File: config.mk
export PLATFORM = sky130hd
export DESIGN_NAME = edge_notifier_flat
export DESIGN_NICKNAME = d
export VERILOG_FILES = /design/src/rtl/edge_notifier_pkg.sv /design/src/rtl/edge_notifier_if.sv /design/src/rtl/edge_notifier_ch.sv /design/src/rtl/edge_notifier.sv /design/src/flat_wrapper.sv
export SDC_FILE = /design/constraint.sdc
export NUM_CORES = 1
export LEC_CHECK = 0
export ABC_AREA = 1
export CORE_MARGIN = 3
export CORE_UTILIZATION = 51
export DETAILED_ROUTE_END_ITERATION = 10
export PLACE_DENSITY = 0.76
export SLEW_MARGIN = 0
export SYNTH_ARGS = -nofsm -noshare
export SYNTH_HDL_FRONTEND = slang
export SYNTH_SLANG_ARGS = --single-unit
export TNS_END_PERCENT = 5
File: constraint.sdc
create_clock -name clk -period 1.6 [get_ports clk]
set_input_delay 0.16 -clock clk [delete_from_list [all_inputs] [get_ports clk]]
set_output_delay 0.16 -clock clk [all_outputs]
set_load 0.05 [all_outputs]
File: src/rtl/edge_notifier_pkg.sv
// Shared types and helpers for the multi-channel edge notifier.
package edge_notifier_pkg;

  typedef enum logic [1:0] {MODE_OFF, MODE_RISE, MODE_FALL, MODE_BOTH} mode_e;

  // Counters up to 32 bits share this; the caller passes its own ceiling.
  function automatic logic [31:0] sat_inc(input logic [31:0] v, input logic [31:0] max);
    return (v >= max) ? max : v + 32'd1;
  endfunction

endpackage

File: src/rtl/edge_notifier_if.sv
// Monitored inputs, control and event outputs of the edge notifier.
interface edge_notifier_if #(
  parameter int N_CH  = 3,
  parameter int CNT_W = 8,
  parameter int ID_W  = (N_CH > 1) ? $clog2(N_CH) : 1
);
  logic [N_CH-1:0]       d;
  logic [2*N_CH-1:0]     mode;
  logic                  clr;
  logic [N_CH-1:0]       notifier;
  logic [N_CH-1:0]       evt;
  logic [N_CH-1:0]       sticky;
  logic [N_CH*CNT_W-1:0] cnt;
  logic                  first_vld;
  logic [ID_W-1:0]       first_id;

  modport master (
    output d, mode, clr,
    input  notifier, evt, sticky, cnt, first_vld, first_id
  );

  modport slave (
    input  d, mode, clr,
    output notifier, evt, sticky, cnt, first_vld, first_id
  );
endinterface

File: src/rtl/edge_notifier_ch.sv
// One channel: input history, mode-qualified edge detect, toggle/pulse/sticky/count.
module edge_notifier_ch
  import edge_notifier_pkg::*;
#(
  parameter int CNT_W = 8
) (
  input  logic             clk,
  input  logic             rst_n,
  input  logic             primed,
  input  logic             clr,
  input  logic             d,
  input  logic [1:0]       mode,
  output logic             notifier,
  output logic             evt,
  output logic             sticky,
  output logic [CNT_W-1:0] cnt,
  output logic             hit
);
  localparam logic [CNT_W-1:0] CNT_MAX = '1;

  logic d_q, rise, fall, raw;

  assign rise = d & ~d_q;
  assign fall = ~d & d_q;

  always_comb begin
    raw = 1'b0;
    case (mode_e'(mode))
      MODE_RISE: raw = rise;
      MODE_FALL: raw = fall;
      MODE_BOTH: raw = rise | fall;
      default:   raw = 1'b0;
    endcase
  end

  // d_q is meaningless until the first post-reset sample, so gate on primed.
  assign hit = raw & primed;

  always_ff @(posedge clk or negedge rst_n) begin
    if (!rst_n) begin
      d_q      <= 1'b0;
      evt      <= 1'b0;
      notifier <= 1'b0;
      sticky   <= 1'b0;
      cnt      <= '0;
    end else begin
      d_q <= d;
      evt <= hit;
      if (hit) notifier <= ~notifier;
      // clr beats a coincident event for the accumulating state only.
      if (clr) begin
        sticky <= 1'b0;
        cnt    <= '0;
      end else if (hit) begin
        sticky <= 1'b1;
        cnt    <= CNT_W'(sat_inc(32'(cnt), 32'(CNT_MAX)));
      end
    end
  end
endmodule

File: src/rtl/edge_notifier.sv
// Top: priming flag, per-channel array, first-event capture, output flattening.
module edge_notifier
  import edge_notifier_pkg::*;
#(
  parameter int N_CH  = 3,
  parameter int CNT_W = 8,
  parameter int ID_W  = (N_CH > 1) ? $clog2(N_CH) : 1
) (
  input logic         clk,
  input logic         rst_n,
  edge_notifier_if.slave bus
);
  logic                        primed;
  logic [N_CH-1:0]             hit, ntf, evt, stk;
  logic [N_CH-1:0][CNT_W-1:0]  cnt_a;
  logic [ID_W-1:0]             hit_id, first_id;
  logic                        first_vld;

  always_ff @(posedge clk or negedge rst_n) begin
    if (!rst_n) primed <= 1'b0;
    else        primed <= 1'b1;
  end

  for (genvar i = 0; i < N_CH; i++) begin : g_ch
    edge_notifier_ch #(.CNT_W(CNT_W)) u_ch (
      .clk      (clk),
      .rst_n    (rst_n),
      .primed   (primed),
      .clr      (bus.clr),
      .d        (bus.d[i]),
      .mode     (bus.mode[2*i +: 2]),
      .notifier (ntf[i]),
      .evt      (evt[i]),
      .sticky   (stk[i]),
      .cnt      (cnt_a[i]),
      .hit      (hit[i])
    );
  end

  // Scan downward so the lowest firing index is the one left standing.
  always_comb begin
    hit_id = '0;
    for (int i = N_CH - 1; i >= 0; i--)
      if (hit[i]) hit_id = ID_W'(i);
  end

  always_ff @(posedge clk or negedge rst_n) begin
    if (!rst_n) begin
      first_vld <= 1'b0;
      first_id  <= '0;
    end else if (bus.clr) begin
      first_vld <= 1'b0;
      first_id  <= '0;
    end else if (!first_vld && |hit) begin
      first_vld <= 1'b1;
      first_id  <= hit_id;
    end
  end

  assign bus.notifier  = ntf;
  assign bus.evt       = evt;
  assign bus.sticky    = stk;
  assign bus.cnt       = cnt_a;
  assign bus.first_vld = first_vld;
  assign bus.first_id  = first_id;
endmodule

File: src/flat_wrapper.sv
// flat-port wrapper written by rule: the top's interface ports become plain ports
module edge_notifier_flat import edge_notifier_pkg::*;
#(
  parameter int N_CH  = 3,
  parameter int CNT_W = 8,
  parameter int ID_W  = (N_CH > 1) ? $clog2(N_CH) : 1
)
  (clk, rst_n, bus_d, bus_mode, bus_clr, bus_notifier, bus_evt, bus_sticky, bus_cnt, bus_first_vld, bus_first_id);
  edge_notifier_if #(.N_CH(N_CH), .CNT_W(CNT_W), .ID_W(ID_W)) bus_i ();
  input logic clk;
  input logic rst_n;
  input wire logic [$bits(bus_i.d)-1:0] bus_d;
  input wire logic [$bits(bus_i.mode)-1:0] bus_mode;
  input wire logic [$bits(bus_i.clr)-1:0] bus_clr;
  output wire logic [$bits(bus_i.notifier)-1:0] bus_notifier;
  output wire logic [$bits(bus_i.evt)-1:0] bus_evt;
  output wire logic [$bits(bus_i.sticky)-1:0] bus_sticky;
  output wire logic [$bits(bus_i.cnt)-1:0] bus_cnt;
  output wire logic [$bits(bus_i.first_vld)-1:0] bus_first_vld;
  output wire logic [$bits(bus_i.first_id)-1:0] bus_first_id;
  assign bus_i.d = bus_d;
  assign bus_i.mode = bus_mode;
  assign bus_i.clr = bus_clr;
  assign bus_notifier = bus_i.notifier;
  assign bus_evt = bus_i.evt;
  assign bus_sticky = bus_i.sticky;
  assign bus_cnt = bus_i.cnt;
  assign bus_first_vld = bus_i.first_vld;
  assign bus_first_id = bus_i.first_id;
  edge_notifier #(.N_CH(N_CH), .CNT_W(CNT_W), .ID_W(ID_W)) u_core (.clk(clk), .rst_n(rst_n), .bus(bus_i));
endmodule
==> results.yml <==
outcome:
  outcome: "complete, no violations"
finish:
  syn_to_final_growth_pct: 22.7
  layout_common_cells: "nand2_1, inv_1, buf_4, dfrtp_1, o21ai_0"
  drive_gt1_share_pct: 30.5
  final_cell_count_no_fill: 383
  fin_nets: 351
  mostFrequentLayoutCell: "nand2_1"
  num_antenna_cells: 0
  final_cell_area_um2: 2920
sta:
  max_freq_ghz: 0.699
  fin_skew_ns: 0.00780
  finalCritPeriodShare_pct: 89.4
  fin_crit_ns: 1.43
  setup_viol: 0
  hold_violations: 0
  rsz0062_at_grt: "false"
  final_max_slew_viol_count: 0
  worst_slack_ns: 0.169
  setup_tns_ns: 0
global_routing:
  track_usage_pct: 18.4
  grt_pass1_vias: 1765
  grt_pass1_wl_um: 7760
  grt_max_degree: 21
  overflow: 0
  antenna_found_initial: 0
critical_path:
  crit_fanout: 4
  worstSetupEndpointType: "flop"
  crit_path_start_kind: "flop"
  startpoint: "u_core.g_ch[0].u_ch.cnt[0]"
  cp_data_required_time_ns: 1.79
  crit_arrival_ns: 1.62
  r2r-start: "u_core.g_ch[0].u_ch.cnt[0]"
  path_class: "reg2reg"
  r2r_cells: 9
cts:
  cts_max_path_buffers: 2
  clkLatencyLatePin_ns: 0.29
  clk_pin_slew_ns: 0.08
  numCtsBuffers: 5
  cts.sinks: 40
  cts-root-buf: "clkbuf_8"
  cts_tree: "yes"
  htree_num_levels: 2
hold_path:
  hold_path_class: "in2async"
power:
  power.leakage_nw: 1.54
  pwr_density_cell_nw_per_um2: 875
  ir_drop_uv: 668
  power_mw: 2.55
die:
  die_h_um: 74.3
  dieArea_um2: 5520
  rows: 24
  start_util_pct: 53.9
  coreArea_um2: 4410
  ios: 48
  die_w_um: 74.3
synth:
  yosys_register_bits: 40
  synth_ff_type: "dfrtp_1"
  avgSynthCellArea_um2: 8.58
  synth_xor_area_share_pct: 1.84
  synthArstFlopShare_pct: 100
  synth_seq_area_share_pct: 42.1
  synthCells: 277
  ys.warnings.count: 0
  synth.top_cells.by_area: "dfrtp_1, nand2_1, inv_1, ha_1, o21ai_0"
  synthesis.area_um2: 2380
  yosysTopAreaCellShare_pct: 42.1
  synth_top_family_by_area: "simple AND/OR/NAND/NOR gates"
  synth_edf_count: 0
  ys_types: 27
  synthAdderAreaFrac_pct: 4.74
  synth_compound_area_share_pct: 12.4
  syn_nets: 298
  synth-simple-area-share_pct: 26.8
  yosysTopAreaCell: "dfrtp_1"
  muxShareOfSynthArea_pct: 0
placed_design:
  pre_cts_ws_ns: -0.115
  io_buffer_count: 47
  place_congestion: 0.828
  hpwl_um: 3470
  placed_cell_area_um2: 2800
  dp.cells: 374
routing:
  first_iter_violations: 108
  wirelength_um: 4540
  drc_errors: 0
  final_antenna_net_count: 0
  viasPerCell: 4.98
  vias: 1907
  wire_per_inst_um: 11.8
  dr.pass1.iters: 4
flow_run:
  drv_cap: 0
-- flip-flops by register name, summed over array words and instances (netlist names) --
register and cells:
u_core.bus.first_id 2, u_core.g_ch.u_ch.d_q 3, u_core.g_ch.u_ch.evt 3, u_core.primed 1, u_core.g_ch.u_ch.notifier 3, u_core.g_ch.u_ch.cnt 24, u_core.bus.first_vld 1, u_core.g_ch.u_ch.sticky 3
-- routing by layer --
layer | GRT usage [%] | part of all wire (%) | up-vias
met5 | 0 | 0 | -
met4 | 7.11 | 1.8 | 0
met3 | 5.27 | 5.6 | 8
met2 | 29.7 | 47 | 39
met1 | 23.4 | 46 | 884
li1 | - | - | 976
-- Yosys cell counts (8+ instances only) --
master and count:
o21ai_2 8, inv_1 45, nand3_2 8, inv_2 8
nor2_1 13, nand3_1 17, o21ai_1 10, ha_1 9
dfrtp_1 40, nand2_1 52, buf_4 10, o21ai_0 19
-- area by class of cell --
cell class / count / area [um2]
multi-input combinational: 173 / 1090
inverter: 53 / 199
timing repair buffer: 57 / 453
fill: 378 / 1500
clock inverter: 2 / 35.0
tap: 52 / 65.1
sequential: 40 / 1000
clock buffer: 6 / 72.6
-- final timing paths --
path / end / slack, ns
max: u_core.g_ch[0].u_ch.cnt[1] / 0.17
min: u_core.g_ch[0].u_ch.cnt[1] / 0.35
max reg2reg: u_core.g_ch[0].u_ch.cnt[1] / 0.17
min reg2reg: u_core.g_ch[2].u_ch.notifier / 0.48
max in group asynchronous: u_core.g_ch[2].u_ch.d_q / 0.72
min in group clk: u_core.g_ch[2].u_ch.d_q / 0.46
-- timing repair --
item / in CTS / in global routing
hold buffers: 1 / 0
hold endpoints to repair: 18 / 0
gates resized for setup: 0 / 0
buffers inserted: 0 / 0
-- cell families (layout without fill, tap and decap cells) --
group,count (synthesis),count (layout)
DFF,40,40
buffers and inverters,64,118
other,1,1
and+or+nand+nor,115,115
xor gates and xnor gates,5,5
adders and majority gates,9,9
AOI/OAI and AO/OA,43,43
-- report_power, final --
part	internal [mW]	total, mW	switching (mW)	leakage [nW]
Sequential	1.08	1.13	0.0552	0.534
Clock	0.463	0.814	0.351	0.0552
Combinational	0.196	0.605	0.408	0.953
Total	1.74	2.55	0.814	1.54
-- critical path: stages (launching register included) --
cell and delay, ns:
dfrtp_1 0.41, ha_1 0.22, nand2_1 0.07, inv_1 0.06, nand3_1 0.10, inv_1 0.07
nand2_1 0.13, inv_1 0.08, o21ai_1 0.12, nand2_1 0.06
-- stage by stage --
stage	hold WS, ns	util [%]
floorplan	-0.136	-
global placement	0.137	63.4
detailed placement	0.135	63.4
CTS	0.346	66.1
global route	0.386	66.1
finish	0.348	66.1
No activity file was read; power rests on OpenSTA's default activity.
